<file path="config.mk">
export PLATFORM = sky130hd
export DESIGN_NAME = alu_pipe_flat
export DESIGN_NICKNAME = d
export VERILOG_FILES = /design/src/rtl/alu_pipe_if.sv /design/src/rtl/alu_pipe.sv /design/src/flat_wrapper.sv
export SDC_FILE = /design/constraint.sdc
export NUM_CORES = 1
export LEC_CHECK = 0
export CAP_MARGIN = 10
export CORE_ASPECT_RATIO = 1.75
export CORE_MARGIN = 8
export CORE_UTILIZATION = 53
export CTS_BUF_LIST = sky130_fd_sc_hd__clkbuf_16
export DETAILED_ROUTE_END_ITERATION = 8
export GPL_ROUTABILITY_DRIVEN = 0
export PLACE_DENSITY = 0.8
export SLEW_MARGIN = 10
export SYNTH_ARGS = -nofsm -noshare
export SYNTH_HDL_FRONTEND = slang
export SYNTH_SLANG_ARGS = --single-unit
</file>
<file path="constraint.sdc">
create_clock -name clk -period 4.1 [get_ports clk]
set_input_delay 0.41 -clock clk [delete_from_list [all_inputs] [get_ports clk]]
set_output_delay 0.41 -clock clk [all_outputs]
set_load 0.01 [all_outputs]
</file>
<file path="src/rtl/alu_pipe_if.sv">
// alu_pipe_if: operand/result handshake bundle for alu_pipe.
//   master: producer of operands and consumer of results (drives in_valid, a, b, oper,
//           out_ready).
//   slave:  the ALU (drives in_ready, out_valid, c, z, r, wr, flag_z, flag_r).
interface alu_pipe_if #(
  parameter int unsigned WIDTH = 16
);
  logic             in_valid;
  logic             in_ready;
  logic [WIDTH-1:0] a;
  logic [WIDTH-1:0] b;
  logic [3:0]       oper;
  logic             out_valid;
  logic             out_ready;
  logic [WIDTH-1:0] c;
  logic             z;
  logic             r;
  logic             wr;
  logic             flag_z;
  logic             flag_r;

  modport master (
    output in_valid, a, b, oper, out_ready,
    input  in_ready, out_valid, c, z, r, wr, flag_z, flag_r
  );

  modport slave (
    input  in_valid, a, b, oper, out_ready,
    output in_ready, out_valid, c, z, r, wr, flag_z, flag_r
  );
endinterface

</file>
<file path="src/rtl/alu_pipe.sv">
// alu_pipe: registered execute-stage ALU with valid/ready handshake and architectural
// Z/R flags. Opcodes: 1100 ADD, 1101 ADC, 1000 SUB, 1001 SBB, 1010 CMP, 0010 NAND;
// anything else yields c=0, z=1, r=0, wr=0 and leaves the flags alone.
// Optional feature: define ALU_MUL_EN to add opcode 0011 MUL, an iterative shift-add
// multiplier taking WIDTH cycles (one partial product per cycle).
// Ports:
//   clk    rising-edge clock
//   rst_n  asynchronous active-low reset
//   bus    alu_pipe_if slave: in_valid/in_ready/a/b/oper in, out_valid/out_ready/c/z/r/wr
//          out, plus flag_z/flag_r. All outputs except in_ready are registers; in_ready
//          depends combinationally on out_ready only.
module alu_pipe #(
  parameter int unsigned WIDTH = 16
) (
  input logic       clk,
  input logic       rst_n,
  alu_pipe_if.slave bus
);

  localparam logic [3:0] OpAdd  = 4'b1100;
  localparam logic [3:0] OpAdc  = 4'b1101;
  localparam logic [3:0] OpSub  = 4'b1000;
  localparam logic [3:0] OpSbb  = 4'b1001;
  localparam logic [3:0] OpCmp  = 4'b1010;
  localparam logic [3:0] OpNand = 4'b0010;
`ifdef ALU_MUL_EN
  localparam logic [3:0]  OpMul = 4'b0011;
  localparam int unsigned CntW  = $clog2(WIDTH);
`endif

  typedef enum logic [1:0] {
    StIdle,
    StHold
`ifdef ALU_MUL_EN
    ,
    StMul
`endif
  } state_e;

  state_e           state_q;
  logic             out_valid_q;
  logic [WIDTH-1:0] c_q;
  logic             z_q;
  logic             r_q;
  logic             wr_q;
  logic             flag_z_q;
  logic             flag_r_q;

  logic             busy;
  logic             in_ready;
  logic             accept;

  // Single-cycle datapath
  logic             cin;
  logic [WIDTH:0]   sum_ext;
  logic [WIDTH:0]   dif_ext;
  logic [WIDTH-1:0] res;
  logic             res_z;
  logic             res_r;
  logic             res_wr;
  logic             res_fw;

  // Only ADC/SBB chain through the carry flag
  assign cin     = ((bus.oper == OpAdc) || (bus.oper == OpSbb)) ? flag_r_q : 1'b0;
  assign sum_ext = {1'b0, bus.a} + {1'b0, bus.b} + {{WIDTH{1'b0}}, cin};
  // Bit WIDTH of the extended difference is the borrow out
  assign dif_ext = {1'b0, bus.a} - {1'b0, bus.b} - {{WIDTH{1'b0}}, cin};

  always_comb begin
    res    = '0;
    res_r  = 1'b0;
    res_wr = 1'b0;
    res_fw = 1'b0;
    case (bus.oper)
      OpAdd: begin
        res    = sum_ext[WIDTH-1:0];
        res_wr = 1'b1;
        res_fw = 1'b1;
      end
      OpAdc: begin
        res    = sum_ext[WIDTH-1:0];
        res_r  = sum_ext[WIDTH];
        res_wr = 1'b1;
        res_fw = 1'b1;
      end
      OpSub, OpSbb: begin
        res    = dif_ext[WIDTH-1:0];
        res_r  = dif_ext[WIDTH];
        res_wr = 1'b1;
        res_fw = 1'b1;
      end
      OpCmp: begin
        res    = dif_ext[WIDTH-1:0];
        res_r  = dif_ext[WIDTH];
        res_fw = 1'b1;
      end
      OpNand: begin
        res    = ~(bus.a & bus.b);
        res_wr = 1'b1;
        res_fw = 1'b1;
      end
      default: ;
    endcase
  end

  assign res_z = (res == '0);

`ifdef ALU_MUL_EN
  // prod_q = {accumulator, remaining multiplier bits}; each step conditionally adds the
  // multiplicand into the upper half and shifts the whole product right by one.
  logic [WIDTH-1:0]   mcand_q;
  logic [2*WIDTH-1:0] prod_q;
  logic [CntW-1:0]    cnt_q;
  logic [WIDTH:0]     mul_add;
  logic [2*WIDTH-1:0] prod_step;
  logic [WIDTH-1:0]   mul_lo;

  assign mul_add   = {1'b0, prod_q[2*WIDTH-1:WIDTH]} + (prod_q[0] ? {1'b0, mcand_q} : '0);
  assign prod_step = {mul_add, prod_q[WIDTH-1:1]};
  assign mul_lo    = prod_step[WIDTH-1:0];
  assign busy      = (state_q == StMul);
`else
  assign busy      = 1'b0;
`endif

  assign in_ready = !busy && (!out_valid_q || bus.out_ready);
  assign accept   = bus.in_valid && in_ready;

  always_ff @(posedge clk or negedge rst_n) begin
    if (!rst_n) begin
      state_q     <= StIdle;
      out_valid_q <= 1'b0;
      c_q         <= '0;
      z_q         <= 1'b0;
      r_q         <= 1'b0;
      wr_q        <= 1'b0;
      flag_z_q    <= 1'b0;
      flag_r_q    <= 1'b0;
`ifdef ALU_MUL_EN
      mcand_q     <= '0;
      prod_q      <= '0;
      cnt_q       <= '0;
`endif
    end else begin
      unique case (state_q)
        StIdle, StHold: begin
          if (accept) begin
`ifdef ALU_MUL_EN
            if (bus.oper == OpMul) begin
              state_q     <= StMul;
              out_valid_q <= 1'b0;
              mcand_q     <= bus.a;
              prod_q      <= {{WIDTH{1'b0}}, bus.b};
              cnt_q       <= CntW'(WIDTH - 1);
            end else
`endif
            begin
              state_q     <= StHold;
              out_valid_q <= 1'b1;
              c_q         <= res;
              z_q         <= res_z;
              r_q         <= res_r;
              wr_q        <= res_wr;
              if (res_fw) begin
                flag_z_q <= res_z;
                flag_r_q <= res_r;
              end
            end
          end else if ((state_q == StHold) && bus.out_ready) begin
            state_q     <= StIdle;
            out_valid_q <= 1'b0;
          end
        end
`ifdef ALU_MUL_EN
        StMul: begin
          prod_q <= prod_step;
          if (cnt_q == '0) begin
            // Last partial product: the result and the flags load together
            state_q     <= StHold;
            out_valid_q <= 1'b1;
            c_q         <= mul_lo;
            z_q         <= (mul_lo == '0);
            r_q         <= |prod_step[2*WIDTH-1:WIDTH];
            wr_q        <= 1'b1;
            flag_z_q    <= (mul_lo == '0);
            flag_r_q    <= |prod_step[2*WIDTH-1:WIDTH];
          end else begin
            cnt_q <= cnt_q - 1'b1;
          end
        end
`endif
        default: begin
          state_q     <= StIdle;
          out_valid_q <= 1'b0;
        end
      endcase
    end
  end

  assign bus.in_ready  = in_ready;
  assign bus.out_valid = out_valid_q;
  assign bus.c         = c_q;
  assign bus.z         = z_q;
  assign bus.r         = r_q;
  assign bus.wr        = wr_q;
  assign bus.flag_z    = flag_z_q;
  assign bus.flag_r    = flag_r_q;

endmodule

</file>
<file path="src/flat_wrapper.sv">
// flat-port wrapper written by rule: the top's interface ports become plain ports
module alu_pipe_flat 
#(
  parameter int unsigned WIDTH = 16
)
  (clk, rst_n, bus_in_valid, bus_a, bus_b, bus_oper, bus_out_ready, bus_in_ready, bus_out_valid, bus_c, bus_z, bus_r, bus_wr, bus_flag_z, bus_flag_r);
  alu_pipe_if #(.WIDTH(WIDTH)) bus_i ();
  input logic clk;
  input logic rst_n;
  input wire logic [$bits(bus_i.in_valid)-1:0] bus_in_valid;
  input wire logic [$bits(bus_i.a)-1:0] bus_a;
  input wire logic [$bits(bus_i.b)-1:0] bus_b;
  input wire logic [$bits(bus_i.oper)-1:0] bus_oper;
  input wire logic [$bits(bus_i.out_ready)-1:0] bus_out_ready;
  output wire logic [$bits(bus_i.in_ready)-1:0] bus_in_ready;
  output wire logic [$bits(bus_i.out_valid)-1:0] bus_out_valid;
  output wire logic [$bits(bus_i.c)-1:0] bus_c;
  output wire logic [$bits(bus_i.z)-1:0] bus_z;
  output wire logic [$bits(bus_i.r)-1:0] bus_r;
  output wire logic [$bits(bus_i.wr)-1:0] bus_wr;
  output wire logic [$bits(bus_i.flag_z)-1:0] bus_flag_z;
  output wire logic [$bits(bus_i.flag_r)-1:0] bus_flag_r;
  assign bus_i.in_valid = bus_in_valid;
  assign bus_i.a = bus_a;
  assign bus_i.b = bus_b;
  assign bus_i.oper = bus_oper;
  assign bus_i.out_ready = bus_out_ready;
  assign bus_in_ready = bus_i.in_ready;
  assign bus_out_valid = bus_i.out_valid;
  assign bus_c = bus_i.c;
  assign bus_z = bus_i.z;
  assign bus_r = bus_i.r;
  assign bus_wr = bus_i.wr;
  assign bus_flag_z = bus_i.flag_z;
  assign bus_flag_r = bus_i.flag_r;
  alu_pipe #(.WIDTH(WIDTH)) u_core (.clk(clk), .rst_n(rst_n), .bus(bus_i));
endmodule
</file>
==> Word level (Yosys, flattened, before mapping) <==
Index checks and enable logic that the tools add are counted.
{ "op_classes": {"n_addsub": 4, "n_eq_ne": 8, "mux": 11, "bitwise_logic": 2, "reduce_logical": 14} }
{ "ops": {"columns": ["cell", "n"], "rows": [
  ["case mux 16 bit (3 select lines)", 1],
  ["== test 4 bit, second input constant", 5],
  ["adder 16 x 16 -> 17 bit", 1],
  ["adder 17 x 1 -> 17 bit", 1],
  ["subtractor 16 x 16 -> 17 bit", 1],
  ["subtractor 17 x 1 -> 17 bit", 1],
  ["bitwise AND 16 bit", 1],
  ["zero test 16 bit", 1],
  ["NOT 16 bit", 1],
  ["2-to-1 mux 1 bit", 6],
  ["2-to-1 mux 2 bit", 3],
  ["OR reduction 6 bit", 1],
  ["OR reduction 5 bit", 1],
  ["== test 4 x 2 -> 1 bit, second input constant", 1],
  ["OR reduction 2 bit", 2],
  ["inequality test 3 x 1 -> 1 bit, second input constant", 1],
  ["AND reduction 3 bit", 1],
  ["OR reduction 3 bit", 1],
  ["== test 2 x 1 -> 1 bit, second input constant", 1],
  ["logical AND 1 bit", 2],
  ["zero test 2 bit", 1],
  ["logical OR 1 bit", 2],
  ["case mux 1 bit (2 select lines)", 1],
  ["AND reduction 2 bit", 1],
  ["zero test 1 bit", 1]
]} }
{ "totals": {"register_bits": 24} }

==> Depth between registers and ports, before layout <==
Gate-level depths: netlist of the first run.
{ "depth": {"ltp_word": 6, "mapped_depth": 15, "ltp_nobuf": 15} }

==> Least setup slack after synthesis of the first run <==
OpenSTA, ideal clock, no wires.
{ "synth_timing": {"path_kind": "in2reg", "from": "input bus_oper[3]", "to": "register u_core.flag_r_q, in the netlist u_core.bus.flag_r", "arrival_ps": 3426, "slack_ps": 553, "stages": 13, "path_cell_list": "nor2b_1 -> nand3_1 -> fa_1 -> fa_1 -> nand2b_4 -> a2111oi_4 -> nor3_2 -> or3_1 -> a31o_2 -> a21oi_1 -> xnor2_1 -> nand2b_1 -> a32o_1"} }
{ "synth_between": {"elab_chain_len": 5, "word_cells_on_any_way": 15, "cone_classes": "add/sub: 2; eq/ne: 6; mux: 3; reduce/logical: 4"} }
{ "synth_rtl": {"columns": ["element", "line", "text"], "rows": [
  ["start, declared", "flat_wrapper.sv:13", "input wire logic [$bits(bus_i.oper)-1:0] bus_oper;"],
  ["== test 4 bit", "alu_pipe.sv:64, alu_pipe.sv:74", null],
  ["logical OR 1 bit", "alu_pipe.sv:64", "assign cin = ((bus.oper == OpAdc) || (bus.oper == OpSbb)) ? flag_r_q : 1'b0;"],
  ["2-to-1 mux 1 bit", "alu_pipe.sv:64", null],
  ["subtractor 17 x 1 -> 17 bit or adder 17 x 1 -> 17 bit (tied branches)", "alu_pipe.sv:67, alu_pipe.sv:65", null],
  ["case mux 1 bit (2 select lines)", "alu_pipe.sv:74", "case (bus.oper)"],
  ["end signal, assigned", "alu_pipe.sv:166", "flag_r_q <= res_r;"],
  ["end, declared", "alu_pipe.sv:47", "logic flag_r_q;"]
]} }
Several ways; a longest one is shown, not always the timed one.
A chain may end at the register's enable or synchronous reset.

==> Final worst setup path of the first run <==
{ "layout_timing": {"from": "input bus_oper[3]", "to": "register u_core.flag_z_q, in the netlist u_core.bus.flag_z"} }
{ "layout_between": {"elab_chain_len": 6, "word_cells_on_any_way": 17, "cone_classes": "add/sub: 2; eq/ne: 6; mux: 3; reduce/logical: 6"} }
{ "layout_rtl": {"columns": ["element", "line", "text"], "rows": [
  ["== test 4 bit", "alu_pipe.sv:64, alu_pipe.sv:74", null],
  ["logical OR 1 bit", "alu_pipe.sv:64", null],
  ["2-to-1 mux 1 bit", "alu_pipe.sv:64", null],
  ["subtractor 17 x 1 -> 17 bit or adder 17 x 1 -> 17 bit (tied branches)", "alu_pipe.sv:67, alu_pipe.sv:65", null],
  ["case mux 16 bit (3 select lines)", "alu_pipe.sv:74", null],
  ["zero test 16 bit", "alu_pipe.sv:106", "assign res_z = (res == '0);"],
  ["end signal, assigned", "alu_pipe.sv:165", "flag_z_q <= res_z;"],
  ["end, declared", "alu_pipe.sv:46", "logic flag_z_q;"]
]} }
Several ways; a longest one is shown, not always the timed one.

==> out/results.txt, run 1 <==
The run finished with clean final reports. The number of H-tree levels came out at 1. The simple logic cell fraction of the synthesized area came out at 21.5%. For the number of global-route vias before repair, the log shows 3327. The worst hold path terminates at u_core.bus.c[4]$_DFFE_PN0P_. In the synthesized netlist the async set-or-reset flop fraction comes to 100%. Buffers placed on the I/O ports in this run total 62.

For this run, the top clock speed supported by timing is 254 MHz. After floorplanning, the core was divided into 37 placement rows. After synthesis the netlist holds a flip-flop and latch count of 22. 0 antenna diodes ended up in the layout.

Data on the critical path arrives at its endpoint at 4.10 ns. Entering global routing, the biggest net connects 23 pins. Summing all flip-flop and latch instances after layout gives 551 sq um. The post-synthesis cell count came out at 384. Dividing the detail-routed via count by the number of cells gives 5.96. Of the total synthesized cell area, the portion taken by XOR and XNOR cells is 5.30%.

The number of filler instances in the final layout was 480. The endpoint identified for the worst register-to-register timing path is u_core.bus.flag_z$_DFFE_PN0P_. Of the post-synthesis cell area, the part taken by muxes is 0.996%. The logs give 1.85 nW for the leakage power of the design and 0 for the number of maximum-capacitance violations.

Worst hold path class: flop to flop. Summing the areas of all fa, ha and maj instances in the mapped netlist gives 20.9% of the synthesized area. The final critical path takes up 96.1% of the cycle. Global routing finished with a remaining overflow of 0. The area of the multi-input gates came out at 2400 sq um. TritonCTS built the clock tree.

For this configuration, the core starts out at a cell density of 54.2%. The worst hold path was traced through 2 stages. The first routing iteration left 232 violations. The die width was 74.2 um. The clock passes through at most 2 buffers. The depth of the worst register-to-register path came out at 14. Once placement finished, the instance area stood at 3930 sq um. The logs give 23.3% for the part of the power in the clock network and 7290 um for the placed wire-length estimate.

Once layout is done, the placed cells without fillers occupy 4110 sq um. The synthesized area divided by synthesized cell count was 8.18 sq um. After synthesis, the largest family of logic cells by area is compound AO/OA/AOI/OAI gates. Compared with the post-synthesis result, the final layout area differs by 30.8%. The worst slack after detailed placement is -0.166 ns, and the total via count in the routed design is 3178. The worst register-to-register path begins at u_core.bus.flag_r$_DFFE_PN0P_.

In this run switching power makes up 36.6% of total power. The predominant post-synthesis flop cell was sky130_fd_sc_hd__dfrtp_1. Summing internal, switching and leakage power gives 1.16 mW. For the worst-skew pair, the clock arrives at the later sink with an insertion delay of 0.25 ns. Counting every net in the synthesized netlist gives 474. The tools report the worst-case setup margin in the final layout as 0.159 ns. The worst setup path is captured at a flop. The logs give 0 for the number of hold-slack violations in the final timing report and 425 uW for the switching power total.

Of the total power, registers draw 23.0%. After the flow finishes, the layout carries non-filler instances totaling 533. The final core utilization is 71.0%, and the final critical delay including setup and external delays is 3.94 ns. The total I/O pin count is 63.

In this run the cell area of the synthesized design comes to 3140 sq um. For this run, design rule violations remaining after detail routing come to 0. Counting tap cells, the placed design contains a total of 528 instances.

For the worst setup path, the data required time is 4.26 ns. Setup violations remaining at the end of the flow were counted as 0. The maximum VDD drop is 0.000129 V, and the post-synthesis sequential area ratio is 17.5%.

The run gives 53.8% as the combinational share of power. For this run, the detailed router's first-pass iteration total came to 5. Setup TNS: 0 ns. The number of buffers created by CTS is 3, and the TritonCTS sink count is 22. The logs give 20.5% for the global-route usage over all layers and 735 uW for the cell internal power dissipation. Yosys printed 0 warnings. The setup path with the least slack is of type input pin to flop. The power density over the cells works out to 282 nW/um^2. The count of final max-slew check failures is 0. The startpoint identified for the worst hold timing path is u_core.bus.c[4]$_DFFE_PN0P_.

In the final routed layout, each cell accounts on average for 17.2 um. The final layout contains 546 nets. The run gives 23.6% as the max-slew headroom at the worst pin. The core region is 5790 sq um. The library cell used most frequently in the layout, excluding fill and tap cells, is sky130_fd_sc_hd__clkdlybuf4s50_1. After clock tree synthesis, the clock-pin slew on the worst setup and hold paths is 0.06 ns. The worst clock skew came out at 0.00396 ns. The worst setup path is launched from an input pin. The first global-routing pass estimated 14700 um of wire.

The distinct cell type count of the synthesized netlist was 71; the area fraction in compound gates after synthesis was 25.8%. The fraction of final layout cells with drive strength greater than 1 was 12.1%; the register-to-register setup slack was 0.60 ns. For this block, the routed nets add up to 9150 um of wire.

The number of antenna violations at the first check in global routing was 0. The tree is rooted in a sky130_fd_sc_hd__clkbuf_16. The detail route stage leaves a number of antenna-violating nets equal to 0. The height of the chip was 118 um.

Across all hold checks on the routed design, the worst slack comes to 0.484 ns. Area enclosed by the die boundary: 8740 sq um. The top cell types in the final layout, fill and taps aside, are sky130_fd_sc_hd__clkdlybuf4s50_1 (62), sky130_fd_sc_hd__inv_1 (52), sky130_fd_sc_hd__ha_1 (46). At the pin with the least slew margin, the transition time is 1.14 ns. In this run, synthesis inferred 0 flip-flops with an integrated enable. The largest fanout of any net on the critical path is 4.
[area by class of cell]
type / instances / area share (%)
Tap cell: 78 / 2.38
Sequential cell: 22 / 13.4
Multi-Input combinational cell: 297 / 58.5
Inverter: 52 / 4.75
Timing Repair Buffer: 80 / 18.4
Clock inverter: 1 / 0.731
Clock buffer: 3 / 1.83
[metal layers]
metal | global-route usage [%] | share of wire (%) | vias to the layer above
li1 | - | - | 1519
met1 | 20.5 | 37 | 1514
met2 | 38.8 | 55 | 120
met3 | 1.96 | 5.2 | 25
met4 | 10.3 | 3.0 | 0
met5 | 0 | 0 | -
[cell usage after synthesis, drive strengths merged (3+ instances only)]
| cell type | number | area (sq um) |
|---|---|---|
| a2111oi | 7 | 125 |
| a211oi | 5 | 42.5 |
| a21o | 3 | 22.5 |
| a21oi | 24 | 124 |
| a221oi | 4 | 47.6 |
| a31oi | 3 | 18.8 |
| and2 | 3 | 21.3 |
| and3 | 3 | 18.8 |
| buf | 3 | 16.3 |
| clkbuf | 10 | 38.8 |
| dfrtp | 22 | 551 |
| fa | 4 | 80.1 |
| ha | 46 | 576 |
| inv | 52 | 195 |
| nand2 | 37 | 139 |
| nand2b | 10 | 70.1 |
| nand3 | 6 | 30.0 |
| nand3b | 3 | 22.5 |
| nand4 | 5 | 31.3 |
| nor2 | 27 | 101 |
| nor2b | 5 | 31.3 |
| nor3 | 7 | 45.0 |
| nor4 | 6 | 43.8 |
| o211ai | 3 | 22.5 |
| o21ai | 14 | 70.1 |
| o221ai | 5 | 43.8 |
| o22ai | 3 | 18.8 |
| o31ai | 3 | 22.5 |
| o32ai | 4 | 35.0 |
| o41ai | 3 | 45.1 |
| or3 | 5 | 31.3 |
| xnor2 | 13 | 114 |
| xor2 | 6 | 52.6 |
[how the worst max path moves through the flow]
| stage | cells past startpoint | from | end |
|---|---|---|---|
| after floorplan | 13 | bus_oper[3] | u_core.bus.flag_r$_DFFE_PN0P_ |
| after global placement | 15 | bus_oper[3] | u_core.bus.flag_z$_DFFE_PN0P_ |
| after detailed placement | 14 | bus_oper[3] | u_core.bus.flag_z$_DFFE_PN0P_ |
| after CTS | 14 | bus_oper[3] | u_core.bus.flag_z$_DFFE_PN0P_ |
| after global routing | 17 | bus_oper[3] | u_core.bus.flag_z$_DFFE_PN0P_ |
| final | 17 | bus_oper[3] | u_core.bus.flag_z$_DFFE_PN0P_ |
[flip-flops by register name, indices dropped and copies added, names as in the netlist]
| register | count |
|---|---|
| u_core.bus.flag_r | 1 |
| u_core.bus.c | 16 |
| u_core.bus.wr | 1 |
| u_core.bus.z | 1 |
| u_core.bus.flag_z | 1 |
| u_core.state_q | 1 |
| u_core.bus.r | 1 |
[repair_timing]
item                       in CTS  in global routing
resized for setup               0                 12
hold buffers                    0                  0
buffers inserted                0                  1
setup endpoints to repair       0                  4
[worst max-delay path, stage by stage]
cell and delay, ns:
sky130_fd_sc_hd__clkdlybuf4s50_1 0.54, sky130_fd_sc_hd__nor2b_2 0.20, sky130_fd_sc_hd__nand3_1 0.13, sky130_fd_sc_hd__inv_1 0.09
sky130_fd_sc_hd__fa_2 0.47, sky130_fd_sc_hd__inv_1 0.08, sky130_fd_sc_hd__ha_1 0.12, sky130_fd_sc_hd__o21ai_0 0.08
sky130_fd_sc_hd__buf_4 0.16, sky130_fd_sc_hd__a2111oi_4 0.46, sky130_fd_sc_hd__buf_4 0.19, sky130_fd_sc_hd__o32ai_1 0.09
sky130_fd_sc_hd__a21oi_2 0.20, sky130_fd_sc_hd__nand4_1 0.17, sky130_fd_sc_hd__nor4_2 0.29, sky130_fd_sc_hd__nand3_2 0.15
sky130_fd_sc_hd__a221oi_2 0.28
[power groups by stage]
stage	Sequential, mW	Clock, mW	Combinational [mW]
after floorplan	0.282	0	0.362
after global placement	0.268	0	0.579
after detailed placement	0.270	0	0.592
after CTS	0.267	0.271	0.598
after global routing	0.270	0.280	0.677
final	0.267	0.270	0.624
[kinds of logic after synthesis]
| group | count (synthesis) |
|---|---|
| AO/OA/AOI/OAI | 99 |
| XOR/XNOR | 19 |
| multiplexers | 3 |
| flip-flops | 22 |
| AND/OR/NAND/NOR | 126 |
| buffers and inverters | 65 |
| adder cells (fa/ha/maj) | 50 |
Power figures use the tool's default switching activity.
==> inputs of run 2 (changes only) <==
==> constraint.sdc (replaced) <==
create_clock -name clk -period 4.1 [get_ports clk]
set_input_delay 1.025 -clock clk [delete_from_list [all_inputs] [get_ports clk]]
set_output_delay 1.025 -clock clk [all_outputs]
set_load 0.01 [all_outputs]
==> out/results.txt, run 2 (synthesized netlist as in run 1, its figures left out) <==
For the final core utilization, the log shows 80.9% (was 71.0%). The tools report the destination of the critical timing path as u_core.bus.flag_z$_DFFE_PN0P_ (unchanged). Layer with the highest usage after global routing: met2 (unchanged). The met3 routing resource usage after global routing is 2.99% (was 1.96%). Quantity of hold-fixing buffers added after cts: 0 (unchanged). The final critical delay including setup and external delays was 4.24 ns (was 3.94 ns). The tools report the critical path capture point type as a flop (unchanged). The number of global-route vias before repair came out at 3792 (was 3327). The number of vias per cell after detailed routing works out to 6.20 (was 5.96). The clock tree root buffer cell is sky130_fd_sc_hd__clkbuf_16 (unchanged). Setup violation total in the final timing report: 1 (was 0). Critical register-to-register path startpoint: u_core.bus.flag_r$_DFFE_PN0P_ (unchanged). The logs give 11300 um (was 9150 um) for the total wirelength of the detailed-routed design and 21.4% (was 23.0%) for the sequential power share. The clock-pin slew of the registers on the worst-case setup and hold paths is 0.06 ns (about the same), and the cell count after placement is 579 (was 528).

The count of buffers inserted at the top-level ports came out at 62 (unchanged). The ratio of final minimum period to clock period works out to 103% (was 96.1%). The total overflow reported by the global router is 0 (unchanged). For the clock network latency to the later pin of the worst-skew pair, the log shows 0.26 ns (was 0.25 ns). The count of final max-slew check failures was 0 (unchanged).

The placed wire-length estimate was 8130 um (was 7290 um); the register-to-register setup slack was 0.44 ns (was 0.60 ns). For the final antenna-violating net count, the log shows 0 (unchanged). For the total chip power, the log shows 1.26 mW (was 1.16 mW).

The leakage power of the design was 2.14 nW (was 1.85 nW). Global routing usage on met2: 44.7% (was 38.8%). The number of filler instances in the final layout came out at 354 (was 480). The worst hold slack across all endpoints was 0.492 ns (was 0.484 ns); the flip-flop count of the largest register after layout was 16 (unchanged).

The tools report the setup TNS as -0.137 ns (was 0 ns). Depth of the worst register-to-register path: 15 (was 14). The critical path launch point is bus_oper[1] (was bus_oper[3]).

Top library cells by usage in the layout, fill and taps aside: sky130_fd_sc_hd__buf_4 (73), sky130_fd_sc_hd__clkdlybuf4s50_1 (56), sky130_fd_sc_hd__inv_1 (48) (was sky130_fd_sc_hd__clkdlybuf4s50_1 (62), sky130_fd_sc_hd__inv_1 (52), sky130_fd_sc_hd__ha_1 (46)). The logs give 17000 um (was 14700 um) for the first-pass GRT wire length and 551 sq um (unchanged) for the total area of sequential cells. Total via count in the routed design: 3645 (was 3178). The met1 track demand over resource in global routing was 23.2% (was 20.5%); the antenna diode count was 0 (unchanged). The pin count of the biggest net entering global routing is 23 (unchanged). The run gives 760 uW (was 735 uW) as the cell internal power dissipation. The tools report the terminus of the critical flop-to-flop path as u_core.bus.flag_z$_DFFE_PN0P_ (unchanged).

The worst hold path class is flop to flop (unchanged). The layout overhead on the synthesized area was 49.1% (was 30.8%); the worst slack after detailed placement was -0.706 ns (was -0.166 ns). The tools report the number of hold-slack violations in the final timing report as 0 (unchanged).

The power density over the cells was 269 nW/um^2 (was 282 nW/um^2). Fraction of final layout cells with drive strength greater than 1: 27.1% (was 12.1%). The number of optimization iterations in the first detailed-route pass was 5 (unchanged); the total I/O pin count was 63 (unchanged). The count of routing violations after the opening detailed-route iteration was 393 (was 232); the final instance count without filler cells was 588 (was 533). For the largest buffer count on any clock path, the log shows 2 (unchanged). The logs give 22 (unchanged) for the TritonCTS sink count and 0 (unchanged) for the number of remaining DRC errors. The largest fanout of any net on the critical path came out at 4 (unchanged). The checks that failed: setup timing. Initial core utilization: 54.2% (unchanged).

The logs give 0 (unchanged) for the number of maximum-capacitance violations and 4.26 ns (about the same) for the data required time of the critical path. The fraction of power spent switching nets came out at 39.5% (was 36.6%). The part of the power in the clock network is 16.8% (was 23.3%), and the routed length per instance is 19.3 um (was 17.2 um). Die width: 74.2 um (unchanged). The area of the core region came out at 5790 sq um (unchanged).

The most frequent standard cell in the layout excluding fill and tap cells is sky130_fd_sc_hd__buf_4 (was sky130_fd_sc_hd__clkdlybuf4s50_1). The maximum VDD drop is 0.000217 V (was 0.000129 V), and the number of H-tree levels is 1 (unchanged). The run gives 4680 sq um (was 4110 sq um) as the area of all placed cells without fillers.

The worst-case setup margin in the final layout was -0.137 ns (was 0.159 ns). Setup repair after global routing could not meet its margin everywhere. The global-route usage over all layers came out at 23.8% (was 20.5%).

Element type at the critical path start: an input pin (unchanged). The height of the chip came out at 118 um (unchanged). The run gives 0 (unchanged) as the number of antenna violations at the first check in global routing. The upper clock frequency limit was 236 MHz (was 254 MHz). The net count of the finished layout is 601 (was 546), and the number of placement rows is 37 (unchanged).

The run gives 35.0% (was 23.6%) as the max-slew headroom at the worst pin. The combinational share of power was 61.8% (was 53.8%); the number of buffers created by CTS was 3 (unchanged). Kind of critical path: input pin to flop (unchanged).

The logs give 4.40 ns (was 4.10 ns) for the critical path data arrival time and 8740 sq um (unchanged) for the area enclosed by the die boundary. The flow ran to the end, but the final reports show violations. The tools report the area of the multi-input gates as 2590 sq um (was 2400 sq um). For the worst clock skew, the log shows 0.00135 ns (was 0.00396 ns). The run gives 4320 sq um (was 3930 sq um) as the cell area after placement. TritonCTS built the clock tree. The switching power total is 497 uW (was 425 uW), and the slew of the pin with the lowest slew margin is 0.972 ns (was 1.14 ns).
-- run 2: power by group through the flow --
stage          combinational [mW]  sequential, mW  clock, mW
2_1_floorplan               0.362           0.282          0
3_3_place_gp                0.656           0.268          0
3_5_place_dp                0.679           0.270          0
4_1_cts                     0.706           0.267      0.205
5_1_grt                     0.827           0.272      0.217
6_report                    0.777           0.269      0.211
-- run 2: worst min-delay path by stage --
stage	slack [ns]	endpoint	from	depth (start not counted)
6_report	0.49	u_core.bus.c[13]$_DFFE_PN0P_	u_core.bus.c[13]$_DFFE_PN0P_	2
5_1_grt	0.53	u_core.bus.c[4]$_DFFE_PN0P_	u_core.bus.c[4]$_DFFE_PN0P_	2
4_1_cts	0.49	u_core.bus.c[4]$_DFFE_PN0P_	u_core.bus.c[4]$_DFFE_PN0P_	2
3_5_place_dp	0.47	u_core.bus.c[14]$_DFFE_PN0P_	u_core.bus.c[14]$_DFFE_PN0P_	2
3_3_place_gp	0.46	u_core.bus.c[8]$_DFFE_PN0P_	u_core.bus.c[8]$_DFFE_PN0P_	2
2_1_floorplan	0.51	u_core.bus.c[13]$_DFFE_PN0P_	u_core.bus.c[13]$_DFFE_PN0P_	2
-- run 2: worst max-delay path: stages --
cell and delay (ns):
sky130_fd_sc_hd__buf_8 0.11, sky130_fd_sc_hd__nor2b_4 0.11, sky130_fd_sc_hd__nand3_2 0.10, sky130_fd_sc_hd__inv_2 0.07, sky130_fd_sc_hd__fa_2 0.20, sky130_fd_sc_hd__inv_2 0.04, sky130_fd_sc_hd__fa_2 0.37, sky130_fd_sc_hd__o21ba_4 0.25
sky130_fd_sc_hd__nor4_4 0.31, sky130_fd_sc_hd__buf_4 0.18, sky130_fd_sc_hd__o311ai_4 0.12, sky130_fd_sc_hd__a211oi_2 0.29, sky130_fd_sc_hd__mux2i_1 0.29, sky130_fd_sc_hd__o221ai_2 0.15, sky130_fd_sc_hd__nor4_2 0.32, sky130_fd_sc_hd__nand3_1 0.17
sky130_fd_sc_hd__a221oi_2 0.30
-- run 2: final cells by class --
class	count	area share (%)
Multi-Input combinational cell	297	55.4
Timing Repair Buffer	135	24.9
Sequential cell	22	11.8
Inverter	52	4.17
Tap cell	78	2.09
Clock buffer	3	1.60
Clock inverter	1	0.0802
-- run 2: what timing repair did --
| item | 4_1_cts | 5_1_grt |
|---|---|---|
| buffers inserted | 2 | 4 |
| pin swaps | 13 | 19 |
| setup endpoints to repair | 9 | 6 |
| resized for setup | 28 | 40 |
| cloned | 0 | 0 |
-- run 2: routing by layer --
layer,routed length [um],vias up
met5,0,-
met4,611,0
met3,817,65
met2,6040,229
met1,3860,1721
li1,-,1630
